===== src/rtl/gc_poll_if.sv =====
// Signal bundle between the GameCube poller and its host/line side.
// The poller uses the master view; the host, pad and bench use the slave view.
`timescale 1ns/1ps
interface gc_poll_if;
    logic        enable;
    logic        rumble;
    logic        gc_in;
    logic        gc_oe;
    logic [63:0] controller_data;
    logic        data_valid;
    logic        busy;
    logic        timeout_err;

    modport master (
        input  enable, rumble, gc_in,
        output gc_oe, controller_data, data_valid, busy, timeout_err
    );

    modport slave (
        output enable, rumble, gc_in,
        input  gc_oe, controller_data, data_valid, busy, timeout_err
    );
endinterface


===== src/rtl/gc_poll.sv =====
// Single-wire GameCube controller poller: sends the 24-bit poll command on an
// open-drain line, captures the 64-bit reply and flags missing responses.
`timescale 1ns/1ps
module gc_poll #(
    parameter int unsigned CLK_PER_US     = 10,
    parameter int unsigned POLL_PERIOD_US = 10000,
    parameter int unsigned RX_TIMEOUT_US  = 200
) (
    input  logic      SYSCLK,
    input  logic      NSYSRESET,
    gc_poll_if.master gc
);
    localparam int unsigned BIT_CYC  = 4 * CLK_PER_US;
    localparam int unsigned TMO_CYC  = RX_TIMEOUT_US * CLK_PER_US;
    localparam int unsigned POLL_CYC = POLL_PERIOD_US * CLK_PER_US;
    localparam int unsigned CW = $clog2(BIT_CYC + 1);
    localparam int unsigned TW = $clog2(TMO_CYC + 1);
    localparam int unsigned PW = $clog2(POLL_CYC + 1);

    localparam logic [CW-1:0] ONE_US    = CW'(CLK_PER_US);
    localparam logic [CW-1:0] THREE_US  = CW'(3 * CLK_PER_US);
    localparam logic [CW-1:0] SAMPLE_AT = CW'(2 * CLK_PER_US - 1);
    localparam logic [CW-1:0] BIT_LAST  = CW'(BIT_CYC - 1);
    localparam logic [CW-1:0] STOP_LAST = CW'(CLK_PER_US - 1);
    localparam logic [TW-1:0] TMO_LAST  = TW'(TMO_CYC - 1);
    localparam logic [PW-1:0] POLL_LAST = PW'(POLL_CYC - 1);

    typedef enum logic [2:0] {
        IDLE, TX, TX_STOP, RX_WAIT, RX_SAMPLE, RX_STOP, DONE, ERR
    } state_t;

    state_t        state, state_d;
    logic [CW-1:0] cnt, cnt_d;
    logic [6:0]    bit_cnt, bit_d;
    logic [TW-1:0] tmo, tmo_d;
    logic [23:0]   cmd, cmd_d;
    logic [63:0]   sr, sr_d;
    logic [PW-1:0] timer;
    logic [2:0]    sync;
    logic          oe_d;
    logic          gc_oe_q, dv_q, busy_q, tmo_err_q;
    logic [63:0]   data_q;

    logic rx, fall, poll_tick, start;
    assign rx        = sync[1];
    assign fall      = sync[2] & ~sync[1];
    assign poll_tick = gc.enable && (timer == POLL_LAST);
    assign start     = (state == IDLE) && poll_tick;

    // Counts up from zero so the reset value is zero and the first frame still
    // lands one full poll period after reset release.
    always_ff @(posedge SYSCLK or negedge NSYSRESET) begin
        if (!NSYSRESET)                  timer <= '0;
        else if (!gc.enable || poll_tick) timer <= '0;
        else                              timer <= timer + 1'b1;
    end

    always_ff @(posedge SYSCLK or negedge NSYSRESET) begin
        if (!NSYSRESET) sync <= '1;
        else            sync <= {sync[1:0], gc.gc_in};
    end

    always_comb begin
        state_d = state;
        cnt_d   = cnt + 1'b1;
        bit_d   = bit_cnt;
        tmo_d   = tmo;
        cmd_d   = cmd;
        sr_d    = sr;
        oe_d    = 1'b0;
        case (state)
            IDLE: begin
                cnt_d = '0;
                if (poll_tick) begin
                    state_d = TX;
                    cmd_d   = {16'h4003, 7'b0, gc.rumble};
                    bit_d   = '0;
                end
            end
            TX: begin
                oe_d = cmd[23] ? (cnt < ONE_US) : (cnt < THREE_US);
                if (cnt == BIT_LAST) begin
                    cnt_d = '0;
                    cmd_d = {cmd[22:0], 1'b0};
                    bit_d = bit_cnt + 1'b1;
                    if (bit_cnt == 7'd23) state_d = TX_STOP;
                end
            end
            TX_STOP: begin
                oe_d = 1'b1;
                if (cnt == STOP_LAST) begin
                    state_d = RX_WAIT;
                    cnt_d   = '0;
                    bit_d   = '0;
                    tmo_d   = '0;
                end
            end
            RX_WAIT: begin
                cnt_d = '0;
                tmo_d = tmo + 1'b1;
                if (fall)                 state_d = RX_SAMPLE;
                else if (tmo == TMO_LAST) state_d = ERR;
            end
            RX_SAMPLE: begin
                if (cnt == SAMPLE_AT) begin
                    sr_d    = {sr[62:0], rx};
                    bit_d   = bit_cnt + 1'b1;
                    cnt_d   = '0;
                    tmo_d   = '0;
                    state_d = (bit_cnt == 7'd63) ? RX_STOP : RX_WAIT;
                end
            end
            RX_STOP: begin
                cnt_d = '0;
                tmo_d = tmo + 1'b1;
                if (fall || tmo == TMO_LAST) state_d = DONE;
            end
            DONE, ERR: begin
                cnt_d   = '0;
                state_d = IDLE;
            end
            default: state_d = IDLE;
        endcase
    end

    always_ff @(posedge SYSCLK or negedge NSYSRESET) begin
        if (!NSYSRESET) begin
            state     <= IDLE;
            cnt       <= '0;
            bit_cnt   <= '0;
            tmo       <= '0;
            cmd       <= '0;
            sr        <= '0;
            gc_oe_q   <= 1'b0;
            dv_q      <= 1'b0;
            busy_q    <= 1'b0;
            tmo_err_q <= 1'b0;
            data_q    <= '0;
        end else begin
            state   <= state_d;
            cnt     <= cnt_d;
            bit_cnt <= bit_d;
            tmo     <= tmo_d;
            cmd     <= cmd_d;
            sr      <= sr_d;
            gc_oe_q <= oe_d;
            dv_q    <= (state == DONE);
            if (state == DONE) data_q <= sr;
            if (start) begin
                busy_q    <= 1'b1;
                tmo_err_q <= 1'b0;
            end else if (state == DONE || state == ERR) begin
                busy_q <= 1'b0;
            end
            if (state == ERR) tmo_err_q <= 1'b1;
        end
    end

    assign gc.gc_oe           = gc_oe_q;
    assign gc.controller_data = data_q;
    assign gc.data_valid      = dv_q;
    assign gc.busy            = busy_q;
    assign gc.timeout_err     = tmo_err_q;
endmodule


===== src/flat_wrapper.sv =====
// flat-port wrapper written by rule: the top's interface ports become plain ports
module gc_poll_flat 
#(
    parameter int unsigned CLK_PER_US     = 10,
    parameter int unsigned POLL_PERIOD_US = 10000,
    parameter int unsigned RX_TIMEOUT_US  = 200
)
  (SYSCLK, NSYSRESET, gc_enable, gc_rumble, gc_gc_in, gc_gc_oe, gc_controller_data, gc_data_valid, gc_busy, gc_timeout_err);
  gc_poll_if gc_i ();
  input  logic SYSCLK;
  input  logic NSYSRESET;
  input wire logic [$bits(gc_i.enable)-1:0] gc_enable;
  input wire logic [$bits(gc_i.rumble)-1:0] gc_rumble;
  input wire logic [$bits(gc_i.gc_in)-1:0] gc_gc_in;
  output wire logic [$bits(gc_i.gc_oe)-1:0] gc_gc_oe;
  output wire logic [$bits(gc_i.controller_data)-1:0] gc_controller_data;
  output wire logic [$bits(gc_i.data_valid)-1:0] gc_data_valid;
  output wire logic [$bits(gc_i.busy)-1:0] gc_busy;
  output wire logic [$bits(gc_i.timeout_err)-1:0] gc_timeout_err;
  assign gc_i.enable = gc_enable;
  assign gc_i.rumble = gc_rumble;
  assign gc_i.gc_in = gc_gc_in;
  assign gc_gc_oe = gc_i.gc_oe;
  assign gc_controller_data = gc_i.controller_data;
  assign gc_data_valid = gc_i.data_valid;
  assign gc_busy = gc_i.busy;
  assign gc_timeout_err = gc_i.timeout_err;
  gc_poll #(.CLK_PER_US(CLK_PER_US), .POLL_PERIOD_US(POLL_PERIOD_US), .RX_TIMEOUT_US(RX_TIMEOUT_US)) u_core (.SYSCLK(SYSCLK), .NSYSRESET(NSYSRESET), .gc(gc_i));
endmodule

===== config.mk =====
export PLATFORM = sky130hd
export DESIGN_NAME = gc_poll_flat
export DESIGN_NICKNAME = d
export VERILOG_FILES = /design/src/rtl/gc_poll_if.sv /design/src/rtl/gc_poll.sv /design/src/flat_wrapper.sv
export SDC_FILE = /design/constraint.sdc
export NUM_CORES = 1
export LEC_CHECK = 0
export ABC_CLOCK_PERIOD_IN_PS = 2200
export CORE_MARGIN = 4
export CORE_UTILIZATION = 57
export DETAILED_ROUTE_END_ITERATION = 12
export PLACE_DENSITY = 0.79
export SYNTH_ARGS = -nofsm -noshare
export SYNTH_HDL_FRONTEND = slang
export SYNTH_SLANG_ARGS = --single-unit
export TNS_END_PERCENT = 20

===== constraint.sdc =====
create_clock -name SYSCLK -period 2.2 [get_ports SYSCLK]
set_input_delay 0.44 -clock SYSCLK [delete_from_list [all_inputs] [get_ports SYSCLK]]
set_output_delay 0.44 -clock SYSCLK [all_outputs]
set_load 0.02 [all_outputs]

==> out/metrics.cfg, run 1 <==
[logic_synthesis]
netlist_instances = 758
synth.distinct_cells = 54
synthFlopType = dfrtp_1
synth_top_cell_area_share_pct = 59.6
synth_commonest_cells = nand2_1, dfrtp_1, mux2_2
yosys.cell_count.top_type = nand2_1
yosys-top-cells-area = dfrtp_1, nand2_1, mux2_2
syn_area_per_cell_um2 = 11.1
async_reset_ff_share_pct = 100
yosysWarningCount = 0
synth_top_area_cell = dfrtp_1
synth_edf_count = 0
synth.yosys.seq_area_share_pct = 60.5
ys_ff_latch = 203
syn_nets = 768
synth.cell_area_um2 = 8400

[sta]
finalCriticalPeriod_ns = 2.16
finalMaxSlewViolations = 0
setup_viol_count_final = 0
rsz0062_at_grt = yes
slew_headroom_pct = 47.2
hold_violations = 0
period_share_pct = 98.0
fmax_ghz = 0.464
tightest_slew_ns = 0.790
skew_ns = 0.0152

[clock_network]
cts_tree = yes
clockBufferDepth = 3
cts_made_buffers = 20
cts_setup_buffers = 0
htree_levels = 1
cts_root_buf = clkbuf_16
clk_pin_slew_ns = 0.07
cts_sinks = 203
clk_latency_ns = 0.48

[placement]
gp_congestion = 0.859
io_buffer_count = 72
hpwlAfterDp_um = 10600
dpl_cell_area_um2 = 9430

[setup_path]
r2r_cells = 7
rr_endpoint = u_core.bit_cnt[6]
crit_arrival_ns = 2.50
r2r-start = u_core.cnt[0]
cp.required_ns = 2.55
crit_path_end_kind = register
path_class = register to register
cp_max_fo = 7
crit_path_start_kind = register
reg2reg_slack_ns = 0.04

[floorplan]
io_pins = 73
coreArea_um2 = 14500
die_h_um = 129
die_w_um = 129
rows = 44
die-area_um2 = 16800
start_util_pct = 58.0

[power]
comb_power_share_pct = 1.5
switchingPower_w = 0.00145
clkPwrFrac_pct = 46.5
ir_drop_uv = 505
p_leak_nw = 4.98
swShare_pct = 20.1
p_seq_share_pct = 51.9
p_int_w = 0.00577
p_per_area_nw_per_um2 = 714

[routing]
first_pass_iters = 4
detail-route-antenna-nets = 0
dr_total_vias = 5749
drtIter0Drc = 402
wl_um = 16700
wl_per_cell_um = 16.0
via_per_inst = 5.51
remaining_drc_errors = 0

[job]
drv_cap = 0

[hold_path]
holdPathStages = 0
holdPathEnd = u_core.sync[1]
hp-class = register to register
min_from = u_core.sync[0]

[cells_and_area]
fill_cells = 1025
drive_gt1_share_pct = 15.7
nets = 856
syn2layout_area_growth_pct = 20.4
design_area_um2 = 10100
fin_util_pct = 69.9
diodes = 0

[global_routing]
grt_pass1_vias = 5996
grt.total_usage_pct = 20.6
grt_pass1_wl_um = 28700
grt_antenna_before_repair = 0
grt_max_degree = 65
overflow = 0

[outcome]
outcome = complete, no violations

==> worst max-delay path by stage <==
stage,from,end,slack (ns),cells after the start
2_1_floorplan,u_core.cnt[1],u_core.sr[33],0.21,6
5_1_grt,u_core.cnt[1],u_core.bit_cnt[6],-0.04,7
3_5_place_dp,gc_enable,u_core.cmd[6],-0.19,5
3_3_place_gp,gc_enable,u_core.cmd[3],-0.04,5
6_report,u_core.cnt[0],u_core.bit_cnt[6],0.04,7
4_1_cts,u_core.cnt[0],u_core.bit_cnt[6],0.05,7
==> registers in the layout, indices dropped and copies added, names as in the netlist <==
name and count:
u_core.gc.controller_data 64, u_core.sr 64, u_core.cmd 24, u_core.timer 17, u_core.tmo 11, u_core.bit_cnt 7
u_core.cnt 6, u_core.state 3, u_core.sync 3, u_core.gc.busy 1, u_core.gc.data_valid 1, u_core.gc.gc_oe 1
u_core.gc.timeout_err 1
==> cell type report <==
type / count / area, µm² / area share, %
clock buffers: 29 / 596 / 5.89
clock inverters: 7 / 62.6 / 0.618
inverters: 11 / 41.3 / 0.408
multi-input cells: 510 / 3100 / 30.6
flip-flops and latches: 203 / 5080 / 50.3
well taps: 184 / 230 / 2.28
repair buffers: 100 / 1000 / 9.93
==> layer usage <==
metal | global-route usage (%) | vias to the layer above | share of wire [%]
li1 | - | 2745 | -
met2 | 35.1 | 124 | 50
met5 | 0 | - | 0
met3 | 2.80 | 29 | 3.8
met1 | 28.4 | 2851 | 44
met4 | 5.44 | 0 | 2.2
==> power by group through the flow <==
stage | registers [W] | logic, W | clock network [W]
global placement | 0.00382 | 0.000109 | 0
floorplan | 0.00382 | 0.0000137 | 0
CTS | 0.00375 | 0.000116 | 0.00342
finish | 0.00375 | 0.000110 | 0.00336
detailed placement | 0.00382 | 0.000114 | 0
global route | 0.00375 | 0.000129 | 0.00360
==> placed cells by master (no fill, tap or decap), types with 6 or more instances in the layout <==
| cell | netlist | routed |
|---|---|---|
| nand2_1 | 217 | 217 |
| dfrtp_1 | 200 | 200 |
| clkdlybuf4s50_1 | 0 | 71 |
| mux2_2 | 56 | 56 |
| nor2_1 | 38 | 37 |
| nand3_1 | 24 | 24 |
| o21ai_0 | 23 | 23 |
| a22o_1 | 23 | 23 |
| clkbuf_16 | 0 | 22 |
| buf_4 | 0 | 22 |
| a21oi_1 | 17 | 17 |
| and3_1 | 15 | 15 |
| xor2_1 | 13 | 13 |
| inv_1 | 10 | 9 |
| mux2_1 | 8 | 8 |
| nand4_1 | 6 | 6 |
==> timing repair <==
action / CTS / global route
hold buffers: 1 / 0
resized for setup: 1 / 2
endpoints found under the setup margin: 20 / 9
pin swaps: 0 / 0
endpoints found under the hold margin: 51 / 0
==> critical path: stages, from the launching register on <==
cell       delay, ns
dfrtp_1         0.37
ha_1            0.23
and4bb_2        0.25
nand2_2         0.07
buf_4           0.18
o32ai_1         0.46
a2bb2oi_4       0.28
o221ai_1        0.17
==> logic make-up (layout without fill, tap and decap cells) <==
family,Yosys count,count (layout),synth area share [%]
and+or+nand+nor,330,330,17.6
buffers and inverters,45,147,2.81
muxes,66,66,8.81
adders and majority gates,5,5,0.744
AOI/OAI and AO/OA,91,91,7.68
xor gates and xnor gates,18,18,1.88
DFF,203,203,60.5
==> stage by stage <==
step	cells	setup slack (ns)	power [W]	setup TNS (ns)	hold WS (ns)
2_1_floorplan	758	0.210	0.00383	0	0.144
3_3_place_gp	1007	-0.0393	0.00393	-0.759	0.349
3_5_place_dp	1007	-0.192	0.00393	-3.45	0.347
4_1_cts	1044	0.0517	0.00729	0	0.362
5_1_grt	1044	-0.0399	0.00747	-0.0819	0.367
6_report	1044	0.0440	0.00722	0	0.360
Note: power is estimated with default switching activity, not from simulation.
==> run 2, diff against run 1 <==
- ABC_CLOCK_PERIOD_IN_PS: 2200 -> 2050
- CORE_MARGIN: 4 -> default
- clock period: 2.2 -> 2.05 ns (I/O delays scaled with it)
==> out/metrics.cfg, run 2 (synthesized netlist as in run 1, its figures left out) <==
[clock_network]
cts_made_buffers = 21
clk_pin_slew_ns = 0.06
clk_latency_ns = 0.49
cts_root_buf = clkbuf_16
htree_levels = 1
cts_tree = yes
clockBufferDepth = 3
cts_sinks = 203

[setup_path]
r2r_cells = 7
crit_path_end_kind = register
cp.required_ns = 2.43
crit_path_start_kind = register
rr_endpoint = u_core.sr[56]
reg2reg_slack_ns = 0.03
r2r-start = u_core.cnt[1]
cp-endpoint = u_core.sr[56]
cp_max_fo = 12
crit_path_cell_trace = ha_4 -> nor4b_4 -> nand2_2 -> nor3_4 -> buf_6 -> clkbuf_16 -> mux2_4
max_stage_delay_ns = 0.40
crit_start = u_core.cnt[1]
crit_slowest_cell = dfrtp_1
crit_arrival_ns = 2.40
path_class = register to register

[global_routing]
grtUsageMet3_pct = 3.46
grt_pass1_wl_um = 27800
grt_use_met2_pct = 38.1
grt.total_usage_pct = 22.7
grt_antenna_before_repair = 0
top_usage_layer = met2
overflow = 0
grt_max_degree = 65
met1_usage_pct = 30.6
grt_pass1_vias = 5873

[floorplan]
coreArea_um2 = 14500
die_h_um = 123
start_util_pct = 58.0
io_pins = 73
die_w_um = 123
rows = 44
die-area_um2 = 15200

[routing]
via_per_inst = 5.65
first_pass_iters = 7
wl_um = 17500
dr_total_vias = 5953
wl_per_cell_um = 16.7
drtIter0Drc = 278
remaining_drc_errors = 0
detail-route-antenna-nets = 0

[sta]
slew_headroom_pct = 56.0
hold_violations = 0
finalCriticalPeriod_ns = 2.02
tightest_slew_ns = 0.659
fmax_ghz = 0.494
rsz0062_at_grt = yes
skew_ns = 0.00894
fin_setup_tns_ns = 0
period_share_pct = 98.7
finalMaxSlewViolations = 0
setup_viol_count_final = 0

[placement]
io_buffer_count = 72
gp_congestion = 0.806
hpwlAfterDp_um = 10800

[cells_and_area]
seq_area_um2 = 5080
layout_common_cells = nand2_1, dfrtp_1, clkdlybuf4s50_1, nor2_1, mux2_2
drive_gt1_share_pct = 16.9
diodes = 0
fill_cells = 949
nets = 865
syn2layout_area_growth_pct = 23.7
layout_commonest_cell = nand2_1
multi_input_area_um2 = 3210

[power]
power_w = 0.00795
p_per_area_nw_per_um2 = 765
ir_drop_uv = 688
p_leak_nw = 5.08

[hold_path]
hp-class = register to register

[job]
drv_cap = 0

[outcome]
outcome = complete, no violations

run 2: cell count changes in the layout (fill, tap and decap cells not counted), moves of 2 or more:
cell / change
buf_4: +2
clkinv_2: -4
mux2_2: -23
clkbuf_1: +3
mux2_4: +24
buf_12: +4
ha_1: -2
run 2: cell type report:
class	instances	area share, %
flip-flops and latches	203	48.9
repair buffers	108	10.9
clock inverters	5	0.782
well taps	184	2.21
clock buffers	32	5.84
inverters	11	0.397
multi-input cells	510	30.9
run 2: power breakdown:
group          internal, W  switching (W)  total, W
clock              0.00229        0.00151   0.00381
combinational    0.0000296      0.0000891  0.000119
sequential         0.00402     0.00000781   0.00403
total              0.00634        0.00161   0.00795
run 2: repair_timing:
item	4_1_cts	5_1_grt
endpoints found under the hold margin	54	0
buffers inserted	0	1
hold buffers	1	0
setup endpoints to repair	7	95
cloned	0	3
resized for setup	1	35
pin swaps	0	7
run 2: worst max-delay path, delay by kind of cell, from the launching register on:
| kind | cells | cell delay (ns) |
|---|---|---|
| multiplexers | 1 | 0.31 |
| flip-flops | 1 | 0.40 |
| AND/OR/NAND/NOR | 3 | 0.63 |
| buffers and inverters | 2 | 0.38 |
| adder cells (fa/ha/maj) | 1 | 0.18 |
run 2: worst min path at each step:
stage / startpoint / end / slack (ns) / depth (start not counted)
6_report: u_core.sync[0] / u_core.sync[1] / 0.36 / 0
5_1_grt: u_core.sync[0] / u_core.sync[1] / 0.37 / 0
4_1_cts: u_core.sync[0] / u_core.sync[1] / 0.36 / 0
3_5_place_dp: u_core.sync[0] / u_core.sync[1] / 0.35 / 0
3_3_place_gp: u_core.sync[0] / u_core.sync[1] / 0.35 / 0
2_1_floorplan: NSYSRESET / u_core.bit_cnt[0] / 0.11 / 0
run 2: per-layer routing:
| layer | up-vias | share of wire, % |
|---|---|---|
| met1 | 2990 | 43 |
| li1 | 2761 | - |
| met5 | - | 0 |
| met4 | 0 | 2.5 |
| met3 | 45 | 3.8 |
| met2 | 157 | 50 |
run 2: through the flow:
step	cells	hold slack (ns)	util (%)	cell area, µm²	setup WS [ns]
5_1_grt	1053	0.367	71.8	10400	-0.0631
4_1_cts	1049	0.355	70.4	10200	0.0321
3_5_place_dp	1011	0.348	65.5	9480	-0.0356
3_3_place_gp	1011	0.348	65.5	9480	0.0581
2_1_floorplan	758	0.114	-	8400	0.0596
6_report	1053	0.356	71.8	10400	0.0257
